**src/rtl/evm_pkg.sv**
```systemverilog
// Purpose: shared widths and types for the EVM result path.
// Contents: default widths (CAND_W_DEF, VOTE_W_DEF, N_CAND_DEF),
//           cand_num_t, vote_cnt_t, winner_t.
package evm_pkg;

    localparam int unsigned CAND_W_DEF = 4;
    localparam int unsigned VOTE_W_DEF = 4;
    localparam int unsigned N_CAND_DEF = 3;

    typedef logic [CAND_W_DEF-1:0] cand_num_t;
    typedef logic [VOTE_W_DEF-1:0] vote_cnt_t;

    typedef struct packed {
        cand_num_t cand;
        vote_cnt_t votes;
    } winner_t;

endpackage : evm_pkg

```
**src/rtl/winner_cmp2.sv**
```systemverilog
// Purpose: two-input compare/select cell. It keeps the incumbent unless the
//          challenger's count is strictly greater.
// Ports:   inc_cand_i/inc_votes_i  incumbent (higher-priority) slot
//          chl_cand_i/chl_votes_i  challenger slot
//          win_cand_c/win_votes_c  combinational selection, taken from one slot only
module winner_cmp2
    import evm_pkg::*;
#(
    parameter int unsigned CAND_W = CAND_W_DEF,
    parameter int unsigned VOTE_W = VOTE_W_DEF
) (
    input  logic [CAND_W-1:0] inc_cand_i,
    input  logic [VOTE_W-1:0] inc_votes_i,
    input  logic [CAND_W-1:0] chl_cand_i,
    input  logic [VOTE_W-1:0] chl_votes_i,
    output logic [CAND_W-1:0] win_cand_c,
    output logic [VOTE_W-1:0] win_votes_c
);

    logic take_chl;

    // Strict compare: equal counts keep the incumbent.
    assign take_chl    = (chl_votes_i > inc_votes_i);
    assign win_cand_c  = take_chl ? chl_cand_i  : inc_cand_i;
    assign win_votes_c = take_chl ? chl_votes_i : inc_votes_i;

endmodule : winner_cmp2

```
**src/rtl/winner_logic.sv**
```systemverilog
// Purpose: election-result stage. Picks the slot with the highest vote count;
//          ties go to the highest-index slot. Registered, 1-cycle latency.
// Ports:   clk, rst_n (async active-low)
//          in_valid, candidate_numbers[N_CAND], vote_counts[N_CAND]
//          out_valid, winner_candidate, winner_vote_count
//          tie (only with WINNER_TIE_DETECT_EN defined)
// Config:  WINNER_TIE_DETECT_EN adds the registered tie flag.
module winner_logic
    import evm_pkg::*;
#(
    parameter int unsigned N_CAND = N_CAND_DEF,
    parameter int unsigned CAND_W = CAND_W_DEF,
    parameter int unsigned VOTE_W = VOTE_W_DEF
) (
    input  logic                           clk,
    input  logic                           rst_n,
    input  logic                           in_valid,
    input  logic [N_CAND-1:0][CAND_W-1:0]  candidate_numbers,
    input  logic [N_CAND-1:0][VOTE_W-1:0]  vote_counts,
    output logic                           out_valid,
    output logic [CAND_W-1:0]              winner_candidate,
`ifdef WINNER_TIE_DETECT_EN
    output logic [VOTE_W-1:0]              winner_vote_count,
    output logic                           tie
`else
    output logic [VOTE_W-1:0]              winner_vote_count
`endif
);

    // chain_*[i] is the best among slots N_CAND-1 down to i.
    logic [CAND_W-1:0] chain_cand  [N_CAND];
    logic [VOTE_W-1:0] chain_votes [N_CAND];

    assign chain_cand[N_CAND-1]  = candidate_numbers[N_CAND-1];
    assign chain_votes[N_CAND-1] = vote_counts[N_CAND-1];

    // Scan downward: the higher-index result is always the incumbent.
    for (genvar i = 0; i < int'(N_CAND) - 1; i++) begin : g_chain
        winner_cmp2 #(
            .CAND_W (CAND_W),
            .VOTE_W (VOTE_W)
        ) u_cmp (
            .inc_cand_i  (chain_cand[i+1]),
            .inc_votes_i (chain_votes[i+1]),
            .chl_cand_i  (candidate_numbers[i]),
            .chl_votes_i (vote_counts[i]),
            .win_cand_c  (chain_cand[i]),
            .win_votes_c (chain_votes[i])
        );
    end

    logic              out_valid_q, out_valid_d;
    logic [CAND_W-1:0] winner_candidate_q, winner_candidate_d;
    logic [VOTE_W-1:0] winner_vote_count_q, winner_vote_count_d;

    // Capture on in_valid, otherwise hold.
    always_comb begin
        out_valid_d         = in_valid;
        winner_candidate_d  = winner_candidate_q;
        winner_vote_count_d = winner_vote_count_q;
        if (in_valid) begin
            winner_candidate_d  = chain_cand[0];
            winner_vote_count_d = chain_votes[0];
        end
    end

    always_ff @(posedge clk or negedge rst_n) begin
        if (!rst_n) begin
            out_valid_q         <= 1'b0;
            winner_candidate_q  <= '0;
            winner_vote_count_q <= '0;
        end else begin
            out_valid_q         <= out_valid_d;
            winner_candidate_q  <= winner_candidate_d;
            winner_vote_count_q <= winner_vote_count_d;
        end
    end

    assign out_valid         = out_valid_q;
    assign winner_candidate  = winner_candidate_q;
    assign winner_vote_count = winner_vote_count_q;

`ifdef WINNER_TIE_DETECT_EN
    localparam int unsigned CNT_W = $clog2(N_CAND + 1);

    logic [CNT_W-1:0] n_max;
    logic             tie_q, tie_d;

    // Tie when more than one slot holds the winning count.
    always_comb begin
        n_max = '0;
        for (int unsigned k = 0; k < N_CAND; k++) begin
            if (vote_counts[k] == chain_votes[0]) begin
                n_max = n_max + CNT_W'(1);
            end
        end
        tie_d = tie_q;
        if (in_valid) begin
            tie_d = (n_max > CNT_W'(1));
        end
    end

    always_ff @(posedge clk or negedge rst_n) begin
        if (!rst_n) begin
            tie_q <= 1'b0;
        end else begin
            tie_q <= tie_d;
        end
    end

    assign tie = tie_q;
`endif

endmodule : winner_logic

```
**config.mk**
```make
export PLATFORM = sky130hd
export DESIGN_NAME = winner_logic
export DESIGN_NICKNAME = d
export VERILOG_FILES = /design/src/rtl/evm_pkg.sv /design/src/rtl/winner_cmp2.sv /design/src/rtl/winner_logic.sv
export SDC_FILE = /design/constraint.sdc
export NUM_CORES = 1
export LEC_CHECK = 0
export CAP_MARGIN = 20
export CELL_PAD_IN_SITES_DETAIL_PLACEMENT = 2
export CELL_PAD_IN_SITES_GLOBAL_PLACEMENT = 2
export CORE_MARGIN = 4
export CORE_UTILIZATION = 21
export DETAILED_ROUTE_END_ITERATION = 8
export GPL_ROUTABILITY_DRIVEN = 0
export GPL_TIMING_DRIVEN = 0
export MAX_ROUTING_LAYER = met4
export PLACE_DENSITY_LB_ADDON = 0.05
export SYNTH_ARGS = -nofsm -noshare
export SYNTH_HDL_FRONTEND = slang
export SYNTH_SLANG_ARGS = --single-unit
```
**constraint.sdc**
```tcl
create_clock -name clk -period 1 [get_ports clk]
set_input_delay 0.1 -clock clk [delete_from_list [all_inputs] [get_ports clk]]
set_output_delay 0.1 -clock clk [all_outputs]
set_load 0.05 [all_outputs]
```
==> summary.md <==
| Metric | Value |
|---|---|
| Part of the cycle the worst path needs | 240% |
| Final setup violation count | 8 |
| Ys async rst share | 100% |
| Syn Nets | 103 |
| Power density relative to cell area | 1460 nW/um^2 |
| Root buf cell | sky130_fd_sc_hd__clkbuf_4 |
| Leading cell types by count after synthesis | 9 x sky130_fd_sc_hd__dfrtp_1, 8 x sky130_fd_sc_hd__a21oi_1, 8 x sky130_fd_sc_hd__ha_1, 7 x sky130_fd_sc_hd__mux2i_1, 7 x sky130_fd_sc_hd__nor2b_1 |
| Fraction of layout cells with a size suffix above 1 | 51.7% |
| Wirelength, routed | 2410 um |
| Clock tree from TritonCTS | done |
| Reg-to-reg setup timing slack | 0.13 ns |
| Via count | 730 |
| Worst vdd rail ir drop | 760 uV |
| Buffers from clock root to sink, at most | 2 |
| Leading area contributor after synthesis | sky130_fd_sc_hd__dfrtp_1 |
| First-pass DRT Iterations | 2 |
| FF-to-FF End | winner_vote_count[1]$_DFFE_PN0P_ |
| Part of the power in registers | 24.3% |
| Net switching share of the total power | 42.5% |
| Setup TNS | -10.81 ns |
| Top-Level Pins | 36 |
| Distinct cell type count of the synthesized netlist | 23 |
| Number of register bits inferred by synthesis | 9 |
| # hold bufs at CTS | 0 |
| Setup Crit Path Kind | in -> reg |
| EDFF count, synth | 0 |
| Remaining Overflow, GRT | 0 |
| DP Wirelength | 1730 um |
| Outcome | complete, but fails checks |
| Post-Synthesis Cells | 68 |
| Fin. Hold Viols | 0 |
| Port-buffer cells | 35 |
| Total clock sinks | 9 |
| Highest clock rate | 0.416 GHz |
| Cell with the most instances after synthesis | sky130_fd_sc_hd__dfrtp_1 |
| Sequential area share after synthesis | 33.1% |
| R2R cell count | 3 |
| Actual transition at the worst max-transition pin | 0.679 ns |
| CTS buffer count | 3 |
| Main flop type after synthesis | sky130_fd_sc_hd__dfrtp_1 |
| Overall track demand over capacity in global routing | 12.3% |
| # rows | 20 |
| Worst Hold Class | in -> async |
| WHS | 0.149 ns |
| Final Core Density | 44.2% |
| Max-capacitance violation count | 0 |
| Internal power component | around 1.1 mW |
| Biggest area contributors in the synthesized netlist | sky130_fd_sc_hd__dfrtp_1 33%, sky130_fd_sc_hd__ha_1 15%, sky130_fd_sc_hd__mux2i_1 10%, sky130_fd_sc_hd__nor2b_1 6.4%, sky130_fd_sc_hd__a21oi_1 5.9% |
| Beginning of the worst register-to-register path | winner_vote_count[1]$_DFFE_PN0P_ |
| Worst rel slew slack | 54.8% |
| CP endpoint kind | flop |
| Via count of the first global-routing pass | approximately 810 |
| Combinational group share of total power | about three fifths |
| Final count of pins violating max slew | 0 |
| Critical Path Start Type | primary input |
| Required arrival time at the worst endpoint | 1.15 ns |
| DR vias/cell | 4.45 |
| Per-cell routed wire length | 14.7 um |
| Initial antenna violation count | 0 |
| Y dimension of the die | roughly 65 um |
| Cell area after synthesis | 679 um^2 |
| Leakage power | 0.582 nW |
| Maximum number of pins on one net before global-route repair | 11 |
| Violated checks | negative setup slack |
| Antenna diode instance count | 0 |
| Remaining antenna violation count | 0 |
| Minimum clock period | 2.40 ns |
| Latest clock arrival within the worst-skew pair | 0.26 ns |
| Global-route wire length before repair | about 3800 um |
| Layout Nets | 156 |
| DRC errors left | 0 |
| Setup repair after global routing missed its margin | true |
| Detailed Route Iter0 Violations | 7 |
| Fraction of post-synthesis cell area in the top cell type by area | between 30% and 40% |
| Relative contribution of the clock network to total power | 14.4% |
| Number of warning messages in the yosys log | 0 |
| Worst EP arrival | 2.55 ns |
| Highest fanout seen on the critical path | 5 |
| Effective utilization at floorplan | around 22% |
| Final worst setup slack | -1.40 ns |
| Layout-stage area growth over the synthesis result | 100% |
| Layout Skew | 0 ns |
| Core footprint | 3080 um^2 |
| Average size of a mapped cell | 9.99 um^2 |
| H-tree level count | 1 |
| Area enclosed by the die boundary | 4210 um^2 |
| Clock Pin Slew Worst Setup and Hold Paths | about 0.06 ns |
| Switching component of the power | 0.848 mW |
| Die Width | 64.9 um |
## routing by layer
layer	vias up	GRT usage (%)	wire length, um	part of all wire, %
li1	349	-	-	-
met1	356	13.4	982	41
met2	21	21.3	1270	53
met3	4	3.81	137	5.7
met4	0	3.96	23	0.96
met5	-	-	0	0
## critical path, cell delays in order
cell and delay (ns):
sky130_fd_sc_hd__buf_12 0.09, sky130_fd_sc_hd__inv_12 0.03, sky130_fd_sc_hd__ha_4 0.25, sky130_fd_sc_hd__nor2b_4 0.16, sky130_fd_sc_hd__o211ai_4 0.09, sky130_fd_sc_hd__a21oi_4 0.24, sky130_fd_sc_hd__buf_4 0.16, sky130_fd_sc_hd__buf_6 0.08
sky130_fd_sc_hd__mux2_4 0.30, sky130_fd_sc_hd__ha_2 0.17, sky130_fd_sc_hd__and4b_1 0.29, sky130_fd_sc_hd__a211oi_4 0.06, sky130_fd_sc_hd__nand2b_4 0.18, sky130_fd_sc_hd__buf_4 0.13, sky130_fd_sc_hd__a31o_1 0.21
## worst max path at each step
stage	startpoint	endpoint	slack [ns]	depth (start not counted)
floorplan	vote_counts[9]	winner_candidate[0]$_DFFE_PN0P_	-1.33	12
global placement	vote_counts[9]	winner_vote_count[3]$_DFFE_PN0P_	-2.39	13
detailed placement	vote_counts[9]	winner_vote_count[3]$_DFFE_PN0P_	-2.39	13
CTS	vote_counts[9]	winner_candidate[1]$_DFFE_PN0P_	-1.34	13
global route	vote_counts[9]	winner_candidate[3]$_DFFE_PN0P_	-1.48	14
finish	vote_counts[9]	winner_vote_count[0]$_DFFE_PN0P_	-1.40	15
## power by group through the flow
stage / registers (mW) / logic, mW / clock network [mW]
after global placement: 0.486 / 0.997 / 0
after floorplan: 0.780 / 0.340 / 0
after CTS: 0.483 / 1.10 / 0.308
final: 0.484 / 1.22 / 0.287
after global routing: 0.501 / 1.31 / 0.327
after detailed placement: 0.490 / 1.01 / 0
## metrics by stage
step | std cells | total power, mW | setup slack [ns] | area (um^2)
finish | 164 | 1.99 | -1.40 | 1360
floorplan | 68 | 1.12 | -1.33 | 736
CTS | 158 | 1.89 | -1.34 | 1280
global route | 164 | 2.14 | -1.48 | 1360
global placement | 147 | 1.48 | -2.39 | 1140
detailed placement | 147 | 1.50 | -2.39 | 1140
## kinds of logic after synthesis
group / after synthesis / synth area share [%]
AOI/OAI and AO/OA: 21 / 20.8
adders and majority gates: 8 / 14.7
buffers and inverters: 7 / 3.87
DFF: 9 / 33.1
muxes: 8 / 12.5
and+or+nand+nor: 15 / 14.9
## cells in the final DEF (no fill, tap or decap), types with 2 or more instances in the layout
cell type                         netlist  final
sky130_fd_sc_hd__buf_4                  0     15
sky130_fd_sc_hd__o21ai_2                0      6
sky130_fd_sc_hd__a21oi_1                8      7
sky130_fd_sc_hd__ha_4                   0      4
sky130_fd_sc_hd__clkdlybuf4s50_1        0     18
sky130_fd_sc_hd__inv_2                  0      3
sky130_fd_sc_hd__inv_1                  6      2
sky130_fd_sc_hd__buf_6                  0      4
sky130_fd_sc_hd__nor2b_1                7      7
sky130_fd_sc_hd__mux2i_4                0      2
sky130_fd_sc_hd__dfrtp_1                9      9
sky130_fd_sc_hd__clkbuf_4               0      6
sky130_fd_sc_hd__clkbuf_1               1      2
sky130_fd_sc_hd__buf_2                  0      5
sky130_fd_sc_hd__mux2i_1                7      4
sky130_fd_sc_hd__ha_2                   0      2
sky130_fd_sc_hd__ha_1                   8      2
## sequential cells by signal, indices dropped and copies added (netlist names)
signal	cells
out_valid	1
winner_candidate	4
winner_vote_count	4
## cell type report
class	instances	area, um^2
Tap cell	44	55.1
Multi-Input combinational cell	52	589
Inverter	6	35.0
Buffer	1	3.75
Timing Repair Buffer	48	427
Fill cell	348	1720
Clock buffer	4	26.3
Sequential cell	9	225
## repair_timing
action | 4_1_cts | 5_1_grt
endpoints found under the hold margin | 0 | 0
setup endpoints to repair | 17 | 16
setup buffers | 7 | 6
pin swaps | 10 | 11
resized for setup | 97 | 24
(Power assumes the default switching activity.)
